<file path="src/rtl/regfile_wb_arbiter.sv">
// regfile_wb_arbiter: two 2-deep write-back queues (A = ALU, B = load) merged round-robin onto one
// register-file write port, with pending-write hazard flags. Optional forwarding under WB_BYPASS_EN.
`default_nettype none

module regfile_wb_arbiter (
    input  logic        CLK,
    input  logic        RST_N,
    input  logic        a_valid,
    input  logic [4:0]  a_rd,
    input  logic [31:0] a_data,
    output logic        a_ready,
    input  logic        b_valid,
    input  logic [4:0]  b_rd,
    input  logic [31:0] b_data,
    output logic        b_ready,
    output logic        regWrite,
    output logic [4:0]  rd,
    output logic [31:0] regWriteData,
    input  logic [4:0]  rs,
    input  logic [4:0]  rt,
`ifdef WB_BYPASS_EN
    output logic [31:0] fwd_rs_data,
    output logic [31:0] fwd_rt_data,
    output logic        fwd_rs,
    output logic        fwd_rt,
`endif
    output logic        hazard_rs,
    output logic        hazard_rt
);

    // Index 0 = source A, 1 = source B; entry 0 of each queue is the head.
    logic [1:0][1:0][4:0]  fifo_rd_q,   fifo_rd_d;
    logic [1:0][1:0][31:0] fifo_data_q, fifo_data_d;
    logic [1:0][1:0]       cnt_q,       cnt_d;
    logic                  last_b_q,    last_b_d;
    logic                  we_q,        we_d;
    logic [4:0]            wb_rd_q,     wb_rd_d;
    logic [31:0]           wb_data_q,   wb_data_d;

    logic [1:0]            in_valid;
    logic [1:0][4:0]       in_rd;
    logic [1:0][31:0]      in_data;
    logic [1:0]            ready, push, pop;
    logic [1:0][1:0]       vld;
    logic [1:0][1:0]       after_pop;
    logic [4:0]            head_rd;
    logic [31:0]           head_data;
    logic                  fifo_hit_rs, fifo_hit_rt, out_hit_rs, out_hit_rt;

    assign in_valid = {b_valid, a_valid};
    assign in_rd    = {b_rd, a_rd};
    assign in_data  = {b_data, a_data};

    always_comb begin
        fifo_rd_d   = fifo_rd_q;
        fifo_data_d = fifo_data_q;
        cnt_d       = cnt_q;
        last_b_d    = last_b_q;
        we_d        = 1'b0;
        wb_rd_d     = wb_rd_q;
        wb_data_d   = wb_data_q;
        ready       = '0;
        push        = '0;
        vld         = '0;
        after_pop   = '0;
        fifo_hit_rs = 1'b0;
        fifo_hit_rt = 1'b0;

        for (int s = 0; s < 2; s++) begin
            ready[s]  = RST_N && (cnt_q[s] != 2'd2);
            push[s]   = in_valid[s] && ready[s];
            vld[s][0] = (cnt_q[s] != 2'd0);
            vld[s][1] = (cnt_q[s] == 2'd2);
        end

        // On a tie the source that did not win last time is served; pointer moves only on ties.
        pop[0] = vld[0][0] && (!vld[1][0] || last_b_q);
        pop[1] = vld[1][0] && (!vld[0][0] || !last_b_q);
        if (vld[0][0] && vld[1][0]) begin
            last_b_d = pop[1];
        end

        head_rd   = pop[1] ? fifo_rd_q[1][0]   : fifo_rd_q[0][0];
        head_data = pop[1] ? fifo_data_q[1][0] : fifo_data_q[0][0];
        if (pop[0] || pop[1]) begin
            we_d      = (head_rd != 5'd0);
            wb_rd_d   = head_rd;
            wb_data_d = head_data;
        end

        for (int s = 0; s < 2; s++) begin
            after_pop[s] = cnt_q[s] - {1'b0, pop[s]};
            if (pop[s]) begin
                fifo_rd_d[s][0]   = fifo_rd_q[s][1];
                fifo_data_d[s][0] = fifo_data_q[s][1];
            end
            // A push lands behind whatever survives this cycle's pop.
            if (push[s]) begin
                fifo_rd_d[s][after_pop[s][0]]   = in_rd[s];
                fifo_data_d[s][after_pop[s][0]] = in_data[s];
            end
            cnt_d[s] = after_pop[s] + {1'b0, push[s]};
            for (int i = 0; i < 2; i++) begin
                if (vld[s][i] && (fifo_rd_q[s][i] == rs)) fifo_hit_rs = 1'b1;
                if (vld[s][i] && (fifo_rd_q[s][i] == rt)) fifo_hit_rt = 1'b1;
            end
        end
    end

    always_ff @(posedge CLK or negedge RST_N) begin
        if (!RST_N) begin
            fifo_rd_q   <= '0;
            fifo_data_q <= '0;
            cnt_q       <= '0;
            last_b_q    <= 1'b1;
            we_q        <= 1'b0;
            wb_rd_q     <= 5'd0;
            wb_data_q   <= 32'd0;
        end else begin
            fifo_rd_q   <= fifo_rd_d;
            fifo_data_q <= fifo_data_d;
            cnt_q       <= cnt_d;
            last_b_q    <= last_b_d;
            we_q        <= we_d;
            wb_rd_q     <= wb_rd_d;
            wb_data_q   <= wb_data_d;
        end
    end

    assign a_ready      = ready[0];
    assign b_ready      = ready[1];
    assign regWrite     = we_q;
    assign rd           = wb_rd_q;
    assign regWriteData = wb_data_q;
    assign out_hit_rs   = we_q && (wb_rd_q == rs);
    assign out_hit_rt   = we_q && (wb_rd_q == rt);

`ifdef WB_BYPASS_EN
    // The committing value can be forwarded unless a younger queued write targets the same register.
    assign fwd_rs      = (rs != 5'd0) && out_hit_rs && !fifo_hit_rs;
    assign fwd_rt      = (rt != 5'd0) && out_hit_rt && !fifo_hit_rt;
    assign fwd_rs_data = wb_data_q;
    assign fwd_rt_data = wb_data_q;
    assign hazard_rs   = (rs != 5'd0) && fifo_hit_rs;
    assign hazard_rt   = (rt != 5'd0) && fifo_hit_rt;
`else
    assign hazard_rs   = (rs != 5'd0) && (fifo_hit_rs || out_hit_rs);
    assign hazard_rt   = (rt != 5'd0) && (fifo_hit_rt || out_hit_rt);
`endif

endmodule

`default_nettype wire

</file>
<file path="config.mk">
export PLATFORM = sky130hd
export DESIGN_NAME = regfile_wb_arbiter
export DESIGN_NICKNAME = d
export VERILOG_FILES = /design/src/rtl/regfile_wb_arbiter.sv
export SDC_FILE = /design/constraint.sdc
export NUM_CORES = 1
export LEC_CHECK = 0
export BUFFER_PORTS_ARGS = -buffer_cell sky130_fd_sc_hd__buf_2
export CAP_MARGIN = 20
export CORE_MARGIN = 8
export CORE_UTILIZATION = 45
export CTS_CLUSTER_SIZE = 10
export DETAILED_ROUTE_END_ITERATION = 16
export HOLD_SLACK_MARGIN = 0.12
export PLACE_DENSITY = 0.66
export SYNTH_ARGS = -nofsm -noshare
export SYNTH_HDL_FRONTEND = slang
export SYNTH_SLANG_ARGS = --single-unit
</file>
<file path="constraint.sdc">
create_clock -name CLK -period 2.35 [get_ports CLK]
set_input_delay 0.5875 -clock CLK [delete_from_list [all_inputs] [get_ports CLK]]
set_output_delay 0.5875 -clock CLK [all_outputs]
set_load 0.05 [all_outputs]
</file>
==> impl_metrics.env <==
export IMPL_cts_sinks=191
export IMPL_synth_enable_flop_cells=0
export IMPL_hold_viol_final=0
export IMPL_power_density_nw_per_um2=1710
export IMPL_cts_max_level=4
export IMPL_dpl_hpwl_um=14500
export IMPL_fp_coreArea_um2=19300
export IMPL_diodes=0
export IMPL_gp_congestion=0.928
export IMPL_whs_ps=173
export IMPL_worstPathRequired_ps=1760
export IMPL_ys_ff_latch=191
export IMPL_die_h_um=156
export IMPL_wl_um=21800
export IMPL_nFillCells=1707
export IMPL_synth_distinct_cells=34
export IMPL_r2r_slack_ps=100
export IMPL_hold_path_class="input pin to asynchronous set/reset pin"
export IMPL_tightest_slew_ps=1020
export IMPL_dpl_cell_area_um2=9780
export IMPL_drc_errors=0
export IMPL_synth_top_area_frac=0.540
export IMPL_num_rows=51
export IMPL_leakage_nw=4.78
export IMPL_finalCoreUtilization=0.549
export IMPL_layout_drive_gt1_share=0.342
export IMPL_synth_top_cell_by_area="dfrtp_1"
export IMPL_dr_pass1_iters=5
export IMPL_syn_nets=936
export IMPL_vdd_drop_max_uv=1060
export IMPL_critPathLaunchType="flip-flop"
export IMPL_syn_inst=844
export IMPL_via_count=6521
export IMPL_ios=130
export IMPL_synth_seq_area_share=0.543
export IMPL_arrival_ps=1810
export IMPL_avgRoutedWirePerCell_um=17.6
export IMPL_die_w_um=156
export IMPL_slew_headroom=0.323
export IMPL_timing_final_ws_setup_ps=-44.7
export IMPL_grt_pass1_vias=6693
export IMPL_synthTopCellsByArea="dfrtp_1 54%, mux2_2 9.5%, nand2_1 6.4%"
export IMPL_status="finished with violations"
export IMPL_rsz0062_at_grt="true"
export IMPL_ys_flop_type="dfrtp_1"
export IMPL_grt_pass1_wl_um=36000
export IMPL_area_delta_synth_final_pct=20.5
export IMPL_design_area_um2=10600
export IMPL_finalSetupViolCount=2
export IMPL_antenna_found_initial=2
export IMPL_cts_buffers=17
export IMPL_via_per_inst=5.25
export IMPL_r2r_cells=9
export IMPL_clk_latency_ps=430
export IMPL_timing_rr_start="cnt_q[1]"
export IMPL_syn_area_um2=8800
export IMPL_end_kind="primary output"
export IMPL_clk_pin_slew_ps=70
export IMPL_fin_setup_tns_ps=-89.1
export IMPL_synth_warning_count=0
export IMPL_path_class="flip-flop to primary output"
export IMPL_die_area_um2=24300
export IMPL_cap_violations=0
export IMPL_initial_core_util=0.455
export IMPL_drt_iter0_markers=314
export IMPL_avgSynthCellArea_um2=10.4
export IMPL_slew_violations=0
export IMPL_finClkSkew_ps=13.2
export IMPL_yosysMostFrequentCell="dfrtp_1"
export IMPL_fmax_mhz=418
export IMPL_grt_usage=0.188
export IMPL_period_needed_ps=2390
export IMPL_synthTopCellsByCount="190 x dfrtp_1, 151 x nand2_1, 148 x nor2_1, 76 x a31oi_1, 74 x mux2_2"
export IMPL_clk_path_buf_depth=2
export IMPL_synth_async_reset_ratio=1.00
export IMPL_layout_nets=1055
export IMPL_ctsHoldBuffers=0
export IMPL_path_max_fanout=3
export IMPL_tritoncts="yes"
export IMPL_violations="setup timing"
export IMPL_drtAntennaViolNets=0
export IMPL_grt_max_degree=80
export IMPL_port_buffers=129
export IMPL_reg2reg_to="fifo_data_q[40]"
export IMPL_root_buffer="clkbuf_16"
export IMPL_overflow=0
export IMPL_min_period_over_period=1.02
## layer usage
layer,wire (um),GRT usage,share of wire,up-vias
met1,10000,0.247,0.46,3218
met2,10300,0.300,0.47,165
met5,25,0,0.0011,-
met3,1150,0.0452,0.053,27
li1,-,-,-,3107
met4,331,0.0578,0.015,4
## worst max-delay path, cell delays in order, from the launching register on
cell     delay, ps
dfrtp_2        450
xor2_1         160
nor4_2         300
a31oi_2        160
a21oi_4        150
buf_6          170
## area by class of cell
| class | instances | area, um2 | area share |
|---|---|---|---|
| Sequential cell | 191 | 4800 | 0.453 |
| Multi-Input combinational cell | 587 | 3780 | 0.357 |
| Inverter | 6 | 27.5 | 0.00260 |
| Timing Repair Buffer | 160 | 1040 | 0.0977 |
| Clock buffer | 21 | 450 | 0.0425 |
| Clock inverter | 11 | 179 | 0.0169 |
| Tap cell | 265 | 332 | 0.0313 |
## state kept, by name, indices dropped and copies added, names as in the netlist
register      count
rd                5
fifo_data_q     128
cnt_q             4
last_b_q          1
regWriteData     32
fifo_rd_q        20
regWrite          1
## placed cells by master, fill, tap and decap left out, drive strengths merged, types with 8 or more instances in the layout
cell | synthesis | layout
xor2 | 20 | 20
o22ai | 32 | 32
buf | 42 | 159
xnor2 | 35 | 35
a31oi | 76 | 76
inv | 5 | 8
nor2 | 149 | 149
clkbuf | 18 | 22
nand2 | 151 | 151
nor3 | 9 | 9
mux2 | 74 | 74
dfrtp | 190 | 190
## what timing repair did
item / CTS / global route
pin swaps: 10 / 8
buffers inserted: 6 / 2
resized for setup: 26 / 7
setup endpoints to repair: 2 / 3
## cells by family after synthesis
kind of cell	count (synthesis)	share of synthesized area
AO/OA/AOI/OAI	119	0.106
buffers and inverters	66	0.0411
XOR/XNOR	55	0.0547
multiplexers	79	0.100
AND/OR/NAND/NOR	330	0.149
adder cells (fa/ha/maj)	4	0.00569
flip-flops	191	0.543
## stage by stage
step | power, mW | cells | setup WS [ps]
final | 18.1 | 1241 | -44.7
after floorplan | 12.9 | 844 | -47.0
after global placement | 14.7 | 1200 | -70.8
after global routing | 19.5 | 1241 | -135
after CTS | 18.3 | 1238 | -85.0
after detailed placement | 14.9 | 1200 | -32.4
## worst max-delay path by stage
stage / start / end / slack, ps / cells past startpoint
finish: fifo_rd_q[3] / hazard_rt / -40 / 5
global route: fifo_rd_q[10] / hazard_rs / -140 / 6
CTS: rd[0] / hazard_rt / -80 / 5
detailed placement: rs[3] / hazard_rs / -30 / 6
global placement: rt[3] / hazard_rt / -70 / 6
floorplan: cnt_q[1] / fifo_data_q[32] / -50 / 10
## power by group
part	switching, mW	total, mW	leakage, nW	internal [mW]
clock	1.25	3.07	0.304	1.83
combinational	5.16	8.67	2.21	3.51
sequential	1.25	6.38	2.26	5.13
total	7.66	18.1	4.78	10.5
Power figures use the tool's default switching activity.
